==> config.mk <==
export PLATFORM = sky130hd
export DESIGN_NAME = data_sampling_mv
export DESIGN_NICKNAME = d
export VERILOG_FILES = /design/src/rtl/data_sampling_mv.sv
export SDC_FILE = /design/constraint.sdc
export NUM_CORES = 1
export LEC_CHECK = 0
export CAP_MARGIN = 10
export CORE_MARGIN = 2
export CORE_UTILIZATION = 58
export DETAILED_ROUTE_END_ITERATION = 8
export PLACE_DENSITY = 0.86
export RECOVER_POWER = 100
export SLEW_MARGIN = 10
export SYNTH_ARGS = -nofsm -noshare
export SYNTH_HDL_FRONTEND = slang
export SYNTH_SLANG_ARGS = --single-unit
==> constraint.sdc <==
create_clock -name CLK -period 4 [get_ports CLK]
set_input_delay 1 -clock CLK [delete_from_list [all_inputs] [get_ports CLK]]
set_output_delay 1 -clock CLK [all_outputs]
set_load 0.005 [all_outputs]
==> src/rtl/data_sampling_mv.sv <==
`timescale 1ns / 1ps
`default_nettype none
// ============================================================================
//  Module   : data_sampling_mv
//  Purpose  : Majority-vote bit sampler for an oversampled serial receiver.
//             NUM_SAMPLES consecutive oversamples centred on the middle of
//             each bit period are voted. The decision is published with a
//             one-cycle DONE pulse on the edge after the last sample.
//  Options  : Define DATA_SAMPLING_NOISE_EN to build the noise detector.
//             When it is undefined, noise_flag is tied low.
//  Revision : 1.0  initial release
// ============================================================================
module data_sampling_mv #(
    parameter int PRESCALE_W  = 6,
    parameter int NUM_SAMPLES = 3
) (
    input  logic                  CLK,
    input  logic                  RST,
    input  logic                  RX_IN,
    input  logic                  enable,
    input  logic [PRESCALE_W-1:0] edge_cnt,
    input  logic [PRESCALE_W-1:0] Prescale,
    output logic                  sampled_bit,
    output logic                  DONE,
    output logic                  noise_flag
);

    // Window arithmetic uses one extra bit so that E and D cannot wrap.
    localparam int                c_ONES_W    = $clog2(NUM_SAMPLES + 1);
    localparam int                c_EXT_W     = PRESCALE_W + 1;
    localparam logic [c_EXT_W-1:0]  c_HALF      = c_EXT_W'((NUM_SAMPLES - 1) / 2);
    localparam logic [c_EXT_W-1:0]  c_SPAN      = c_EXT_W'(NUM_SAMPLES - 1);
    localparam logic [c_ONES_W-1:0] c_NUM       = c_ONES_W'(NUM_SAMPLES);
    localparam logic [c_ONES_W-1:0] c_HALF_ONES = c_ONES_W'((NUM_SAMPLES - 1) / 2);

    // State registers
    logic [c_ONES_W-1:0] ones_q, ones_d;
    logic                sample_q, sample_d;
    logic                armed_q, armed_d;
    logic                bit_q, bit_d;
    logic                done_q, done_d;

    // Window geometry derived from Prescale
    logic [c_EXT_W-1:0] w_edge_ext;
    logic [c_EXT_W-1:0] w_center;
    logic [c_EXT_W-1:0] w_start;
    logic [c_EXT_W-1:0] w_end;
    logic [c_EXT_W-1:0] w_decide;
    logic               w_edge_legal;
    logic               w_in_window;
    logic               w_at_start;
    logic               w_take;
    logic               w_at_decide;
    logic               w_vote;

    assign w_edge_ext   = {1'b0, edge_cnt};
    assign w_center     = {1'b0, Prescale} >> 1;
    assign w_start      = (w_center > c_HALF) ? (w_center - c_HALF) : '0;
    assign w_end        = w_start + c_SPAN;
    assign w_decide     = w_end + c_EXT_W'(1);

    // Edge indices at or beyond Prescale are not part of the bit period.
    assign w_edge_legal = (edge_cnt < Prescale);
    assign w_in_window  = enable && w_edge_legal &&
                          (w_edge_ext >= w_start) && (w_edge_ext <= w_end);
    assign w_at_start   = w_in_window && (w_edge_ext == w_start);

    // A window only counts if it was entered at its first sample; this keeps
    // a window that was cut by reset from producing a partial vote.
    assign w_take       = w_in_window && (armed_q || w_at_start);
    assign w_at_decide  = enable && w_edge_legal && armed_q &&
                          (w_edge_ext == w_decide);
    assign w_vote       = (ones_q > c_HALF_ONES);

    // Next-state logic for the vote counter, window tracking and decision.
    always_comb begin
        ones_d   = ones_q;
        sample_d = sample_q;
        armed_d  = armed_q;
        bit_d    = bit_q;
        done_d   = 1'b0;
        if (!enable) begin
            ones_d  = '0;
            armed_d = 1'b0;
        end else if (w_take) begin
            sample_d = RX_IN;
            armed_d  = 1'b1;
            if (w_at_start) begin
                // Starting afresh also recovers from a window that never
                // reached its decision edge because Prescale was too small.
                ones_d = c_ONES_W'(RX_IN);
            end else if (RX_IN && (ones_q != c_NUM)) begin
                ones_d = ones_q + c_ONES_W'(1);
            end
        end else if (w_at_decide) begin
            done_d  = 1'b1;
            bit_d   = w_vote;
            ones_d  = '0;
            armed_d = 1'b0;
        end
    end

    // Register all sampler state; reset clears everything asynchronously.
    always_ff @(posedge CLK or negedge RST) begin
        if (!RST) begin
            ones_q   <= '0;
            sample_q <= 1'b0;
            armed_q  <= 1'b0;
            bit_q    <= 1'b0;
            done_q   <= 1'b0;
        end else begin
            ones_q   <= ones_d;
            sample_q <= sample_d;
            armed_q  <= armed_d;
            bit_q    <= bit_d;
            done_q   <= done_d;
        end
    end

    assign sampled_bit = bit_q;
    assign DONE        = done_q;

    // The last captured sample is retained as state but not used by the vote.
    logic w_unused;
    assign w_unused = sample_q;

`ifdef DATA_SAMPLING_NOISE_EN
    logic noise_q, noise_d;

    // Flag a decision whose samples disagreed; hold it until the next one.
    always_comb begin
        noise_d = noise_q;
        if (w_at_decide) begin
            noise_d = (ones_q != '0) && (ones_q != c_NUM);
        end
    end

    // Register the noise indication.
    always_ff @(posedge CLK or negedge RST) begin
        if (!RST) begin
            noise_q <= 1'b0;
        end else begin
            noise_q <= noise_d;
        end
    end

    assign noise_flag = noise_q;
`else
    assign noise_flag = 1'b0;
`endif

endmodule
`default_nettype wire
==> results of run 1 <==
==> cells by family after synthesis <==
family | count (synthesis)
xor+xnor | 9
simple gates | 41
flops | 5
mux | 2
other cells | 1
fa+ha+maj | 24
buf+inv | 16
compound gates | 35
==> stage by stage <==
| step | util, % | setup TNS [ns] | hold WS (ns) | cells |
|---|---|---|---|---|
| global placement | 87.0 | -1.04 | 0.473 | 212 |
| CTS | 91.9 | 0 | 0.539 | 220 |
| floorplan | - | 0 | 0.489 | 133 |
| detailed placement | 87.0 | -1.85 | 0.511 | 212 |
==> what timing repair did <==
action	in CTS
endpoints found under the setup margin	4
hold endpoints to repair	0
setup buffers	4
hold buffers	0
gates resized for setup	12
pin swaps	3
==> reports/results.ini, run 1 <==
[synthesis]
netlist_top_cells_area=ha_1 (26%), dfrtp_1 (11%), inv_1 (4.8%)
yosys.area_share.xor_xnor_pct=9.00
synth-simple-area-share_pct=21.8
netlist_top_cells_count=ha_1 (24), inv_1 (15), nand2_1 (7), nor3_1 (7)
synth_enable_flop_cells=0
synth_flop_cell=dfrtp_1
synth_nets=173
synth_compound_area_share_pct=25.2
synth_area_um2=1170
synth_mux_area_share_pct=1.82
avgSynthCellArea_um2=8.78
yosysUniqueCellTypes=44
yosysWarningCount=0
synth_most_common_cell=ha_1
async_flop_share_pct=100
synth_cells=133
synth_top_family_by_area=adder cells
synthAdderAreaFrac_pct=25.7
synth_top_area_cell=ha_1
synth-seq-area-share_pct=10.7
synth_seq_cells=5
synth_top_area_share_pct=25.7

[place]
gp_congestion=0.874
place_hpwl_um=2800
placed_area_um2=1670
port-buffer-count=17
post-place-ws_ns=-0.570

[outcome]
lastStage=global routing (5_1_grt)
error_line=[ERROR DPL-0038] Utilization greater than 100%, impossible to legalize
status=stopped before the end

[die]
ios=19
initial_core_util_pct=60.7
die_h_um=48.9
rows=16
dieWidth_um=48.9

[cts]
h-tree-depth=1
clk_path_buf_depth=2
root_buffer=clkbuf_4
clock-sinks=5
cts_buffers=3

[sta]
endpoint_type=register input
grt_worst_setup_endpoint=ones_q[0]$_DFFE_PN0P_/D

[grt]
grt_max_degree=7

==> inputs of run 2 (changes only) <==
Settings changed: CORE_AREA set to 2 2 63 65, CORE_MARGIN 2 to unset, CORE_UTILIZATION 58 to unset, DIE_AREA set to 0 0 65 67, PLACE_DENSITY 0.86 to unset, PLACE_DENSITY_LB_ADDON set to 0.15.
==> reports/results.ini, run 2 <==
[grt]
overflow=0
antenna_found_initial=0
grtUsageTotal_pct=15.4
grt_max_degree=7
grt_pass1_wl_um=5240
grt_pass1_vias=1238

[sta]
fin_crit_sh_pct=96.8
fmax_mhz=258
rsz0062_at_grt=true
hold_violations=0
finalClockSkew_ns=0.000898
final-setup-viol-count=0
report.final.slew_viol_count=0
setup-tns-final_ns=0
period_needed_ns=3.87

[cts]
h-tree-depth=1
worstSkewPairLatency_ns=0.22
root_buffer=clkbuf_8
postCtsHoldBufs=0
cts_tree=built
clk_pin_slew_worst_paths_ns=0.03
cts_buffers=3
clk_path_buf_depth=2
clock-sinks=5

[route]
final_antenna_net_count=0
drcViolationCount=0
wl_per_cell_um=12.5
drtIter0Drc=14
first_pass_iters=3
vias=1187
routed_wl_um=3040
via_per_inst=4.90

[pwr]
switching_share_pct=33.8
power_uw=345
power.density_nw_per_um2=185
clockPowerShare_pct=26.9
power_switching_uw=117
seqPwrFrac_pct=14.9
vdd_ir_drop_max_v=0.0000659
p_leak_nw=0.868
p_int_uw=228
comb_power_share_pct=58.2

[die]
dieWidth_um=65
ios=19
die_area_um2=4360
core_area_um2=3610
initial_core_util_pct=32.4
die_h_um=67
rows=22

[synthesis]
netlist_top_cells_count=ha_1 (24), inv_1 (15), nand2_1 (7), nor3_1 (7)
async_flop_share_pct=100
synth-seq-area-share_pct=10.7
yosysUniqueCellTypes=44
synth_top_area_share_pct=25.7
yosysWarningCount=0
synth_cells=133
synth_seq_cells=5
avgSynthCellArea_um2=8.78
synth_nets=173
synth_area_um2=1170
synth_enable_flop_cells=0
synth_most_common_cell=ha_1
synth_top_area_cell=ha_1
synth_flop_cell=dfrtp_1
netlist_top_cells_area=ha_1 (26%), dfrtp_1 (11%), inv_1 (4.8%)

[layout]
final_util_pct=51.7
nets=235
diodes=0
final_common_cell=buf_4
top_register=ones_q
final.fill_count=348
largest_reg_flops=2
drive_gt1_share_pct=38.7
register_area_um2=125
final_cell_mix=buf_4 (41), ha_1 (19), inv_1 (12)
multiInputGateArea_um2=1100
syn_to_final_growth_pct=59.8
final-instance-count-excl-fill=242

[setup_path]
start_kind=input pin
crit_required_ns=4.13
crit_arrival_ns=4.01
path_max_fanout=3
end_kind=register
crit_type=in2reg

[place]
place_hpwl_um=2730
gp_congestion=0.836
port-buffer-count=17
dp_cells=237

[min_path]
hold_path_class=reg2reg

[flow_run]
cap_viol_max_count=0

[outcome]
status=completed

[run 2: cell counts after synthesis]
Identical to the previous run, type by type.
[run 2: power groups by stage]
stage | clock network (mW) | logic, mW | registers [mW]
2_1_floorplan | 0 | 0.0994 | 0.0518
3_3_place_gp | 0 | 0.178 | 0.0519
3_5_place_dp | 0 | 0.184 | 0.0519
4_1_cts | 0.0962 | 0.188 | 0.0513
5_1_grt | 0.0988 | 0.223 | 0.0512
6_report | 0.0928 | 0.201 | 0.0513
[run 2: repair_timing]
action                                  4_1_cts  5_1_grt
buffers inserted                              0        1
endpoints found under the setup margin        4        4
gates resized for setup                       9       11
pin swaps                                     2        9
gates cloned                                  0        0
endpoints found under the hold margin         0        0
[run 2: area by class of cell]
cell class	count	area share, %
multi-input combinational	112	59.1
timing repair buffer	58	25.6
sequential	5	6.71
tap	48	3.22
inverter	15	3.02
clock buffer	4	2.41
[run 2: stage by stage]
step / hold WS [ns] / worst slack [ns] / cell area (um2)
4_1_cts: 0.492 / 0.0171 / 1800
6_report: 0.486 / 0.128 / 1870
3_3_place_gp: 0.476 / -0.448 / 1730
2_1_floorplan: 0.489 / 0.00916 / 1210
3_5_place_dp: 0.485 / -0.542 / 1730
5_1_grt: 0.509 / -0.0250 / 1870
[run 2: metal layers]
| metal | track usage, % | share of wire, % | up-vias |
|---|---|---|---|
| met5 | 0 | 0 | - |
| met1 | 15.8 | 40 | 549 |
| li1 | - | - | 614 |
| met4 | 5.85 | 1.4 | 0 |
| met2 | 31.4 | 56 | 19 |
| met3 | 1.52 | 2.2 | 5 |
[run 2: kinds of logic after synthesis]
| kind of cell | Yosys count | synth area share (%) |
|---|---|---|
| xor+xnor | 9 | 9.00 |
| flops | 5 | 10.7 |
| buf+inv | 16 | 5.47 |
| simple gates | 41 | 21.8 |
| fa+ha+maj | 24 | 25.7 |
| mux | 2 | 1.82 |
| other cells | 1 | 0.321 |
| compound gates | 35 | 25.2 |
[run 2: path summary, 6_finish.rpt]
check / startpoint / end / slack [ns] / depth (start not counted)
worst max-delay path: Prescale[1] / ones_q[1] / 0.13 / 16
worst min-delay path: sampled_bit / sampled_bit / 0.49 / 1
worst max register to register: armed_q / sampled_bit / 2.41 / 6
worst min register to register: sampled_bit / sampled_bit / 0.49 / 1
max in group asynchronous: RST / sampled_bit / 2.72 / 1
min in group asynchronous: RST / ones_q[0] / 1.08 / 1
[run 2: worst max-delay path: stages]
cell	delay, ns
dlygate4sd2_1	0.26
buf_4	0.15
ha_4	0.16
o21bai_4	0.11
nor3_1	0.07
or2_4	0.24
inv_1	0.07
ha_2	0.18
inv_2	0.04
o31a_4	0.35
ha_4	0.29
nand3_4	0.09
o311ai_4	0.24
nand3_1	0.13
or4b_4	0.54
o31ai_2	0.07
Note: power is estimated with default switching activity, not from simulation.
==> inputs of run 3 (changes only) <==
Settings changed: CTS_BUF_LIST set to sky130_fd_sc_hd__clkbuf_8.
==> reports/results.ini, run 3 (same netlist as run 2, synthesis figures left out) <==
[route]
met2WireLength_um=1700
drcViolationCount=0
drtIter0Drc=14
final_antenna_net_count=0
wl_per_cell_um=12.5
vias=1187
routed_wl_um=3040
highest_layer=met4
wl_met3_um=67
via_per_inst=4.90
drt-met1-wl_um=1230
first_pass_iters=3

[layout]
final_cell_mix=buf_4 (41), ha_1 (19), inv_1 (13)
final-instance-count-excl-fill=242
drive_gt1_share_pct=38.7
final.fill_count=348
diodes=0
syn_to_final_growth_pct=59.8
largest_reg_flops=2
top_register=ones_q
final_area_um2=1870
nets=235
final_common_cell=buf_4

[setup_path]
end_kind=register
cp_common_cell=ha_4
cp_num_cells=16
path_max_fanout=3
start_kind=input pin
cp_cell_sequence=dlygate4sd2_1 > buf_4 > ha_4 > o21bai_4 > nor3_1 > or2_4 > inv_1 > ha_2 > inv_2 > o31a_4 > ha_4 > nand3_4 > o311ai_4 > nand3_1 > or4b_4 > o31ai_2
crit_arrival_ns=4.01
crit_type=in2reg
crit_required_ns=4.13
r2r_cells=6
reg2reg_slack_ns=2.42
slowest_stage=or4b_4
cpPeakStageDelay_ns=0.54
critPathBufInv=4
cp_top_family=simple AND/OR/NAND/NOR gates

[sta]
fmax_mhz=258
finalClockSkew_ns=0.000580
hold_violations=0
rsz0062_at_grt=true
period_needed_ns=3.87
fin_crit_sh_pct=96.8
report.final.slew_viol_count=0
holdWs_ns=0.487
setup_ws_ns=0.128
final-setup-viol-count=0

[min_path]
min_path_cells=1
hold_path_class=reg2reg

[grt]
grt_pass1_vias=1238
grt_max_degree=7
antenna_found_initial=0
grtUsageTotal_pct=15.4
overflow=0
grt_pass1_wl_um=5240

[die]
ios=19
core_area_um2=3610
die_h_um=67
rows=22
die_area_um2=4360
initial_core_util_pct=32.4
dieWidth_um=65

[cts]
cts_buffers=3
clk_pin_slew_worst_paths_ns=0.03
clock-sinks=5
worstSkewPairLatency_ns=0.22
cts_tree=built
postCtsHoldBufs=0
h-tree-depth=1
root_buffer=clkbuf_8
clk_path_buf_depth=2

[place]
gp_congestion=0.836
dp_cells=237
place_hpwl_um=2730
placed_area_um2=1730
post-place-ws_ns=-0.542
port-buffer-count=17

[pwr]
vdd_ir_drop_max_v=0.0000659
p_leak_nw=0.872
power.density_nw_per_um2=184

[outcome]
status=completed

[flow_run]
cap_viol_max_count=0

==> run 3: cell types whose count changed in the layout (fill, tap and decap cells not counted), sizes merged <==
cell	delta
clkbuf	-1
inv	+1
==> run 3: timing repair <==
| item | in CTS | in global routing |
|---|---|---|
| cloned | 0 | 0 |
| pin swaps | 2 | 9 |
| endpoints found under the setup margin | 4 | 4 |
| endpoints found under the hold margin | 0 | 0 |
| buffers inserted | 0 | 1 |
| resized for setup | 9 | 11 |
==> run 3: path summary, 6_finish.rpt <==
kind,end,start
max,ones_q[1],Prescale[1]
min,sampled_bit,sampled_bit
max reg2reg,sampled_bit,armed_q
min reg2reg,sampled_bit,sampled_bit
max in group asynchronous,sampled_bit,RST
min in group asynchronous,ones_q[0],RST
==> run 3: per-stage QoR <==
stage | utilization, % | power [mW] | setup TNS (ns)
finish | 51.7 | 0.343 | 0
global route | 51.7 | 0.370 | -0.0344
CTS | 50.0 | 0.333 | 0
detailed placement | 48.0 | 0.235 | -1.94
global placement | 48.0 | 0.230 | -1.32
floorplan | - | 0.151 | 0
==> run 3: cell type report <==
class / instances / area, um2 / share of cell area, %
clock inverter: 1 / 3.75 / 0.201
timing repair buffer: 58 / 477 / 25.6
inverter: 15 / 56.3 / 3.02
sequential: 5 / 125 / 6.71
multi-input combinational: 112 / 1100 / 59.1
tap: 48 / 60.1 / 3.22
clock buffer: 3 / 41.3 / 2.21
==> run 3: report_power, final <==
group | switching (mW) | internal [mW]
clock network | 0.0246 | 0.0657
logic | 0.0920 | 0.109
registers | 0.000199 | 0.0511
==> run 3: per-layer routing <==
layer  vias up  track usage (%)
met5         -                0
met4         0             5.85
met3         5             1.52
met2        19             31.4
met1       549             15.8
li1        614                -
==> run 3: worst reg2reg max path: cells and delay by family (launching register included) <==
family          cells  cell delay [ns]
flops               1             0.36
mux                 1             0.32
compound gates      1             0.15
buf+inv             1             0.08
simple gates        3             0.55
